### config.mk
export PLATFORM = sky130hd
export DESIGN_NAME = plic_nctx
export DESIGN_NICKNAME = d
export VERILOG_FILES = /design/src/rtl/plic_nctx_pkg.sv /design/src/rtl/plic_nctx_arbiter.sv /design/src/rtl/plic_nctx.sv
export SDC_FILE = /design/constraint.sdc
export NUM_CORES = 1
export LEC_CHECK = 0
export ABC_AREA = 1
export CAP_MARGIN = 20
export CORE_MARGIN = 4
export CORE_UTILIZATION = 66
export DETAILED_ROUTE_END_ITERATION = 6
export HOLD_SLACK_MARGIN = 0.12
export PLACE_DENSITY = 0.87
export REMOVE_ABC_BUFFERS = 1
export SLEW_MARGIN = 20
export SYNTH_ARGS = -nofsm -noshare
export SYNTH_HDL_FRONTEND = slang
export SYNTH_HIERARCHICAL = 1
export SYNTH_SLANG_ARGS = --single-unit
### constraint.sdc
create_clock -name clk -period 83.8 [get_ports clk]
set_clock_uncertainty 0.2 [all_clocks]
set_input_delay 16.76 -clock clk [delete_from_list [all_inputs] [get_ports clk]]
set_output_delay 16.76 -clock clk [all_outputs]
set_load 0.005 [all_outputs]
### src/rtl/plic_nctx_pkg.sv
// plic_nctx_pkg: shared constants, register-kind enum and decoded-address struct for the PLIC.
package plic_nctx_pkg;
  localparam int ID_W = 5;
  localparam logic [ID_W-1:0] ID_NONE = '0;
  localparam logic [1:0] RESP_OKAY = 2'b00;
  localparam logic [1:0] RESP_SLVERR = 2'b10;
  localparam logic [31:0] PEND_OFF = 32'h0000_1000;
  localparam logic [31:0] EN_BASE = 32'h0000_2000;
  localparam logic [31:0] CTX_BASE = 32'h0020_0000;
  typedef enum logic [2:0] {K_NONE, K_PRIO, K_PEND, K_EN, K_THR, K_CLAIM} kind_e;
  typedef struct packed {
    kind_e            kind;
    logic [ID_W-1:0]  id;
    logic [2:0]       ctx;
  } dec_t;
endpackage

### src/rtl/plic_nctx_arbiter.sv
// plic_nctx_arbiter: picks the highest-priority request above threshold, lowest id on ties.
module plic_nctx_arbiter
  import plic_nctx_pkg::*;
#(
  parameter int NSRC = 31,
  parameter int PRIO_W = 3
) (
  input  logic [NSRC:0]             req,
  input  logic [NSRC:0][PRIO_W-1:0] prio,
  input  logic [PRIO_W-1:0]         thr,
  output logic [ID_W-1:0]           id
);
  logic [PRIO_W-1:0] best_p;
  // Scanning downward with >= lets the lowest id win a priority tie.
  always_comb begin
    id = ID_NONE;
    best_p = '0;
    for (int i = NSRC; i >= 0; i--)
      if (req[i] && prio[i] > thr && prio[i] >= best_p) begin
        id = ID_W'(i);
        best_p = prio[i];
      end
  end
endmodule

### src/rtl/plic_nctx.sv
// plic_nctx: AXI4-Lite PLIC with per-source gateways, per-context enable/threshold/claim and registered eip.
module plic_nctx
  import plic_nctx_pkg::*;
#(
  parameter int NSRC = 31,
  parameter int NCTX = 2,
  parameter int PRIO_W = 3
) (
  input  logic            clk,
  input  logic            rst,
  input  logic [31:0]     axi_araddr,
  input  logic            axi_arvalid,
  output logic            axi_arready,
  input  logic [2:0]      axi_arprot,
  output logic [31:0]     axi_rdata,
  output logic [1:0]      axi_rresp,
  output logic            axi_rvalid,
  input  logic            axi_rready,
  input  logic [31:0]     axi_awaddr,
  input  logic            axi_awvalid,
  output logic            axi_awready,
  input  logic [2:0]      axi_awprot,
  input  logic [31:0]     axi_wdata,
  input  logic [3:0]      axi_wstrb,
  input  logic            axi_wvalid,
  output logic            axi_wready,
  output logic [1:0]      axi_bresp,
  output logic            axi_bvalid,
  input  logic            axi_bready,
  input  logic [NSRC-1:0] src_intr,
  output logic [NCTX-1:0] eip
);
  logic [NSRC:0][PRIO_W-1:0] prio;
  logic [NCTX-1:0][NSRC:0] en;
  logic [NCTX-1:0][PRIO_W-1:0] thr;
  logic [NCTX-1:0][ID_W-1:0] best;
  logic [NSRC:0] pend, infl, clm, cmask, rd_en, wr_en;
  logic [PRIO_W-1:0] rd_thr;
  logic [ID_W-1:0] rd_best, cid;
  logic [31:0] rdata_n;
  logic ar_fire, aw_fire, comp_ok, unused;
  dec_t rd, wd;

  function automatic dec_t decode(input logic [31:2] a);
    decode = '{kind: K_NONE, id: a[6:2], ctx: 3'd0};
    if (a[31:12] == 20'h0 && a[11:2] <= 10'(NSRC)) decode.kind = K_PRIO;
    else if (a[31:2] == PEND_OFF[31:2]) decode.kind = K_PEND;
    else if (a[31:10] == EN_BASE[31:10] && a[6:2] == 5'h0 && 32'(a[9:7]) < NCTX) begin
      decode.kind = K_EN;
      decode.ctx = a[9:7];
    end else if (a[31:15] == CTX_BASE[31:15] && a[11:3] == 9'h0 && 32'(a[14:12]) < NCTX) begin
      decode.kind = a[2] ? K_CLAIM : K_THR;
      decode.ctx = a[14:12];
    end
  endfunction

  assign rd = decode(axi_araddr[31:2]);
  assign wd = decode(axi_awaddr[31:2]);
  assign axi_arready = ~axi_rvalid;
  assign axi_awready = ~axi_bvalid;
  assign axi_wready = ~axi_bvalid;
  assign ar_fire = axi_arvalid & axi_arready;
  assign aw_fire = axi_awvalid & axi_wvalid & axi_awready;
  assign cid = axi_wdata[ID_W-1:0];
  assign unused = ^{axi_arprot, axi_awprot, axi_wstrb, axi_araddr[1:0], axi_awaddr[1:0]};

  for (genvar c = 0; c < NCTX; c++) begin : g_ctx
    plic_nctx_arbiter #(.NSRC(NSRC), .PRIO_W(PRIO_W)) u_arb (
      .req  (pend & en[c]),
      .prio (prio),
      .thr  (thr[c]),
      .id   (best[c])
    );
  end

  always_comb begin
    rd_en = '0;
    wr_en = '0;
    rd_thr = '0;
    rd_best = ID_NONE;
    cmask = '0;
    clm = '0;
    for (int c = 0; c < NCTX; c++) begin
      if (rd.ctx == 3'(c)) begin
        rd_en = en[c];
        rd_thr = thr[c];
        rd_best = best[c];
      end
      if (wd.ctx == 3'(c)) wr_en = en[c];
    end
    rdata_n = rd.kind == K_PRIO  ? 32'(prio[rd.id]) :
              rd.kind == K_PEND  ? 32'(pend) :
              rd.kind == K_EN    ? 32'(rd_en) :
              rd.kind == K_THR   ? 32'(rd_thr) :
              rd.kind == K_CLAIM ? 32'(rd_best) : 32'h0;
    comp_ok = aw_fire && wd.kind == K_CLAIM && axi_wdata != 32'h0 &&
              axi_wdata <= 32'(NSRC) && wr_en[cid];
    if (comp_ok) cmask[cid] = 1'b1;
    if (ar_fire && rd.kind == K_CLAIM && rd_best != ID_NONE) clm[rd_best] = 1'b1;
  end

  always_ff @(posedge clk) begin
    if (rst) begin
      prio <= '0;
      en <= '0;
      thr <= '0;
      pend <= '0;
      infl <= '0;
      eip <= '0;
      axi_rvalid <= 1'b0;
      axi_rdata <= '0;
      axi_rresp <= RESP_OKAY;
      axi_bvalid <= 1'b0;
      axi_bresp <= RESP_OKAY;
    end else begin
      // A claim on the same edge overrides the gateway setting that id again.
      pend <= (pend | ({src_intr, 1'b0} & ~infl)) & ~clm;
      infl <= (infl & ~cmask) | clm;
      for (int c = 0; c < NCTX; c++) eip[c] <= best[c] != ID_NONE;
      if (aw_fire && wd.kind == K_PRIO && wd.id != ID_NONE) prio[wd.id] <= axi_wdata[PRIO_W-1:0];
      for (int c = 0; c < NCTX; c++)
        if (aw_fire && wd.ctx == 3'(c)) begin
          if (wd.kind == K_EN) en[c] <= {axi_wdata[NSRC:1], 1'b0};
          if (wd.kind == K_THR) thr[c] <= axi_wdata[PRIO_W-1:0];
        end
      if (ar_fire) begin
        axi_rvalid <= 1'b1;
        axi_rdata <= rdata_n;
        axi_rresp <= rd.kind == K_NONE ? RESP_SLVERR : RESP_OKAY;
      end else if (axi_rready) axi_rvalid <= 1'b0;
      if (aw_fire) begin
        axi_bvalid <= 1'b1;
        axi_bresp <= wd.kind == K_NONE ? RESP_SLVERR : RESP_OKAY;
      end else if (axi_bready) axi_bvalid <= 1'b0;
    end
  end
endmodule

==> results of run 1 <==
==> path summary, 6_finish.rpt <==
| kind | startpoint | endpoint | slack, ps | cells past startpoint |
|---|---|---|---|---|
| hold / removal | pend[0] | pend[0] | 240 | 2 |
| setup / recovery | thr[5] | pend[14] | 48970 | 260 |
| hold reg to reg | pend[0] | pend[0] | 240 | 2 |
| setup reg to reg | thr[5] | pend[14] | 48970 | 260 |
==> cells in the mapped netlist, types with 57 or more instances <==
library cell    n  area [um^2]
a211oi_1      106          796
a21oi_1       279         1400
clkbuf_1       89          334
dfxtp_1       265         5310
ha_1          280         3500
inv_1         627         2350
nand2_1       729         2740
nand2_2       130          813
nand3_1       397         1990
nand3_2        72          721
nand4_1        57          357
nor2_1        316         1190
o21ai_0       317         1590
==> flip-flops by register name, summed over array words and instances (netlist names), 2 cells and up <==
signal,flops
en,62
infl,31
prio,96
axi_rdata,32
thr,6
pend,32
eip,2
==> stage by stage <==
stage	hold WS [ps]	area [um^2]	setup slack, ps
floorplan	204	25500	53900
global placement	211	28000	50330
detailed placement	215	28000	49640
CTS	226	29100	49470
global route	254	29100	45700
finish	235	29100	48970
==> logic make-up (layout without fill, tap and decap cells) <==
kind of cell	Yosys count	after routing
compound gates	879	879
fa+ha+maj	280	280
buf+inv	783	918
simple gates	1850	1850
other cells	1	4
flops	265	265
==> routing by layer <==
metal	track usage (%)	vias up	share of wire, %
met5	0	-	0
met4	17.2	0	5.4
met3	7.41	331	11
met2	60.9	1629	43
met1	50.2	12719	40
li1	-	13820	-
==> power by group <==
| part | internal [mW] | switching, mW | total (mW) | leakage [nW] |
|---|---|---|---|---|
| combinational | 0.00964 | 0.0163 | 0.0259 | 10.5 |
| sequential | 0.127 | 0.00158 | 0.129 | 2.14 |
| clock | 0.0892 | 0.0584 | 0.148 | 0.529 |
| total | 0.226 | 0.0763 | 0.302 | 13.1 |
==> worst register-to-register path: cells and delay by family, from the launching register on <==
| kind | cells | cell delay, ps |
|---|---|---|
| AOI/OAI and AO/OA | 63 | 9320 |
| adders and majority gates | 31 | 9150 |
| buffers and inverters | 43 | 2990 |
| DFF | 1 | 320 |
| and+or+nand+nor | 123 | 12730 |
==> final cells by class <==
type	instances	area share (%)
Clock buffer	41	3.03
Clock inverter	15	0.765
Inverter	667	8.64
Multi-Input combinational cell	3013	60.7
Sequential cell	265	18.2
Tap cell	518	2.23
Timing Repair Buffer	195	6.46
==> flow_metrics.tcl, run 1 <==
set metrics [dict create \
    fin_cells 4714 \
    seq_area_mm2 0.00531 \
    syn_area_per_cell_um2 6.41 \
    dp_cells 4658 \
    antenna_cells 0 \
    syn_area_mm2 0.0260 \
    leakage_nw 13.1 \
    multi_input_area_mm2 0.0177 \
    power.density_mw_per_mm2 10.4 \
    critPathBufInv 43 \
    vias 28499 \
    nFillCells 3200 \
    min_path_type "reg2reg" \
    synth-simple-area-share_pct 34.8 \
    violations "DRC" \
    final_common_cell "nand2_1" \
    synthXorXnorAreaFrac_pct 0 \
    clock-sinks 265 \
    clockBufferDepth 3 \
    wirelength_um 84300 \
    via_per_inst 6.05 \
    yosysWarnings 6 \
    synthCells 4058 \
    ios 187 \
    max_stage_delay_ps 490 \
    cp_data_required_time_ps 84060 \
    cts_resized 0 \
    mostFrequentLayoutCells "728 x nand2_1, 626 x inv_1, 395 x nand3_1" \
    finalHoldViolations 0 \
    core_mm2 0.0388 \
    port_buffers 170 \
    arrival_ps 35100 \
    worstMarginPinSlew_ps 1120 \
    path_max_fanout 32 \
    grt_overflow 0 \
    cts_tree "built" \
    slew_headroom_pct 25.4 \
    syn_to_final_growth_pct 12.0 \
    fin_crit_sh_pct 41.6 \
    die-area_mm2 0.0426 \
    crit_top_cell "inv_1" \
    seq_area_frac_synth_pct 20.4 \
    first_global_vias 25805 \
    row_count 72 \
    synth_flop_cell "dfxtp_1" \
    synth_compound_area_share_pct 19.5 \
    cts_hold_buf 0 \
    drive_above_1_share_pct 10.2 \
    avgRoutedWirePerCell_um 17.9 \
    synthDistinctLibCells 64 \
    synthMuxAreaShare_pct 0 \
    grt_max_degree 105 \
    cp_top_family "simple AND/OR/NAND/NOR gates" \
    outcome "finished with violations" \
    drtIter0Drc 3271 \
    postLayoutCoreUtil_pct 75.0 \
    synth_async_sr_flop_share_pct 0 \
    grt_antenna_before_repair 0 \
    drc_errors 1 \
    synth_edf_count 0 \
    cts.clk_slew.worst_paths_ps 60 \
    tns_ps 0 \
    synth_seq_cells 265 \
    die_width_um 206 \
    power_mw 0.302 \
    peakVddDrop_mv 0.0162 \
    gp_congestion 1.01 \
    finalSetupViolCount 0 \
    htreeDepth 1 \
    drtPass1Iterations 7 \
    cts_setup_buffers 0 \
    startpoint_type "register" \
    maxClockFrequency_mhz 28.7 \
    fin_nets 4596 \
    numCtsBuffers 30 \
    track_usage_pct 38.2 \
    synth_top_family_by_area "simple AND/OR/NAND/NOR gates" \
    cap_violations 0 \
    period_minus_slack_ps 34830 \
    ant_nets 0 \
    clkLatencyLatePin_ps 600 \
    dp_hpwl_um 62900 \
    start_util_pct 67.0 \
    grt_setup_unrepaired "false" \
    drv_slew 0 \
    endpoint_kind "register" \
    critPathKind "reg2reg" \
    cts_root_buffer "clkbuf_16" \
    fp.dieH_um 206 \
    slowest_stage "buf_4" \
    synth_fa_ha_area_share_pct 13.5 \
    grt_first_pass_wirelength_um 132000 \
]
Power figures use the tool's default switching activity.
==> run 2: changes to the inputs <==
CORE_UTILIZATION = 61   (was 66)
PLACE_DENSITY = 0.81   (was 0.87)
clock period = 32.8 ns   (was 83.8 ns; I/O delays follow)
==> flow_metrics.tcl, run 2 (synthesis gave the netlist of run 1 again) <==
set metrics [dict create \
    outcome "finished clean" \
    cts_root_buffer "clkbuf_16" \
    slew_headroom_pct 24.7 \
    fin_crit_sh_pct 93.3 \
    avgRoutedWirePerCell_um 18.2 \
    cts_tree "built" \
    arrival_ps 30890 \
    drc_errors 0 \
    row_count 75 \
    cts_hold_buf 0 \
    critPathKind "reg2reg" \
    power.density_mw_per_mm2 25.3 \
    fin_cells 4839 \
    start_util_pct 61.8 \
    mostFrequentLayoutCells "713 x nand2_1, 621 x inv_1, 391 x nand3_1" \
    endpoint_kind "register" \
    final_common_cell "nand2_1" \
    startpoint "prio[93]" \
    cts.clk_slew.worst_paths_ps 60 \
    top_register "prio" \
    nFillCells 3488 \
    clkLatencyLatePin_ps 600 \
    drtPass1Iterations 6 \
    path_max_fanout 15 \
    cap_violations 0 \
    max_stage_delay_ps 360 \
    grt_first_pass_wirelength_um 133000 \
    cp_top_family "simple AND/OR/NAND/NOR gates" \
    wirelength_um 88000 \
    power_mw 0.775 \
    ios 187 \
    die-area_mm2 0.0460 \
    cp_data_required_time_ps 33090 \
    sw_frac_of_total_pct 25.3 \
    maxClockFrequency_mhz 32.7 \
    gp_congestion 1.01 \
    first_global_vias 25309 \
    core_mm2 0.0420 \
    period_minus_slack_ps 30600 \
    reg_top3 "prio: 96 flops, en: 62 flops" \
    fin_area_mm2 0.0306 \
    drive_above_1_share_pct 15.0 \
    port_buffers 170 \
    finalHoldViolations 0 \
    clockBufferDepth 3 \
    largest_reg_flops 96 \
    fin_nets 4698 \
    peakVddDrop_mv 0.0461 \
    htreeDepth 1 \
    min-delay-start "pend[0]" \
    r2r-start "prio[93]" \
    grt_max_degree 103 \
    grt_antenna_before_repair 3 \
    worstMarginPinSlew_ps 1120 \
    clock-sinks 265 \
    dp_cells 4727 \
    syn_to_final_growth_pct 17.9 \
    die_width_um 214 \
    p_sw_mw 0.196 \
    crit_top_cell "nand2_1" \
    clkPwrFrac_pct 49.0 \
    min_path_type "reg2reg" \
    hold_ws_ps 240 \
    ant_nets 0 \
    dp_hpwl_um 64700 \
    vias 28823 \
    critPathBufInv 42 \
    seqPwrFrac_pct 42.4 \
    finalSetupViolCount 0 \
    startpoint_type "register" \
    power_frac_comb_pct 8.6 \
    power.internal_mw 0.579 \
    via_per_inst 5.96 \
    slowest_stage "dfxtp_2" \
    drv_slew 0 \
    placed_area_mm2 0.0284 \
    numCtsBuffers 31 \
    grt_overflow 0 \
    drtIter0Drc 3435 \
    leakage_nw 13.8 \
    fp.dieH_um 214 \
    track_usage_pct 35.1 \
]
## run 2: changes by cell type in the layout (fill, tap and decap cells not counted), moves of 13 or more
cell,change
buf_4,+98
o21ai_0,-65
o21ai_2,+43
nand2_4,+21
o21ai_1,+18
nand2_1,-15
a21oi_1,-13
a21oi_2,+13
## run 2: worst paths after layout
path	depth (start not counted)	slack, ps	end
worst max-delay path	267	2200	pend[22]
worst min-delay path	2	240	pend[0]
worst max register to register	267	2200	pend[22]
worst min register to register	2	240	pend[0]
## run 2: final cells by class
class	count	area (um^2)	share of cell area, %
Multi-Input combinational cell	3013	18400	60.0
Sequential cell	265	5320	17.3
Timing Repair Buffer	296	2650	8.65
Inverter	667	2520	8.21
Clock buffer	38	842	2.75
Tap cell	539	674	2.20
Clock inverter	19	267	0.870
Antenna cell	2	5.00	0.0163
## run 2: metal layers
| metal | global-route usage, % | share of wire [%] | vias up |
|---|---|---|---|
| met4 | 16.1 | 5.3 | 2 |
| met5 | 0 | 0.0091 | - |
| met1 | 46.7 | 40 | 13032 |
| met3 | 5.57 | 10 | 288 |
| li1 | - | - | 14013 |
| met2 | 55.9 | 44 | 1488 |
## run 2: tightest hold or removal path: stages, from the launching register on
cell,delay (ps)
dfxtp_1,310
inv_1,50
nor2_1,30
## run 2: what timing repair did
action	4_1_cts	5_1_grt
cloned	0	0
gates resized for setup	15	213
pin swaps	0	53
setup buffers	0	53
endpoints found under the setup margin	65	69
## run 2: power groups by stage
stage                     Sequential [mW]  Combinational [mW]  Clock (mW)
after floorplan                     0.334              0.0234           0
after CTS                           0.329              0.0644       0.379
after global placement              0.336              0.0635           0
after detailed placement            0.336              0.0641           0
final                               0.329              0.0667       0.379
after global routing                0.329              0.0697       0.391
## run 2: through the flow
stage | setup slack, ps | utilization [%] | setup TNS, ps
after floorplan | 2900 | - | 0
after global routing | -361 | 72.9 | -18990
after detailed placement | -331 | 67.5 | -14470
after CTS | 28.3 | 70.2 | 0
final | 2200 | 72.9 | 0
after global placement | 309 | 67.5 | 0
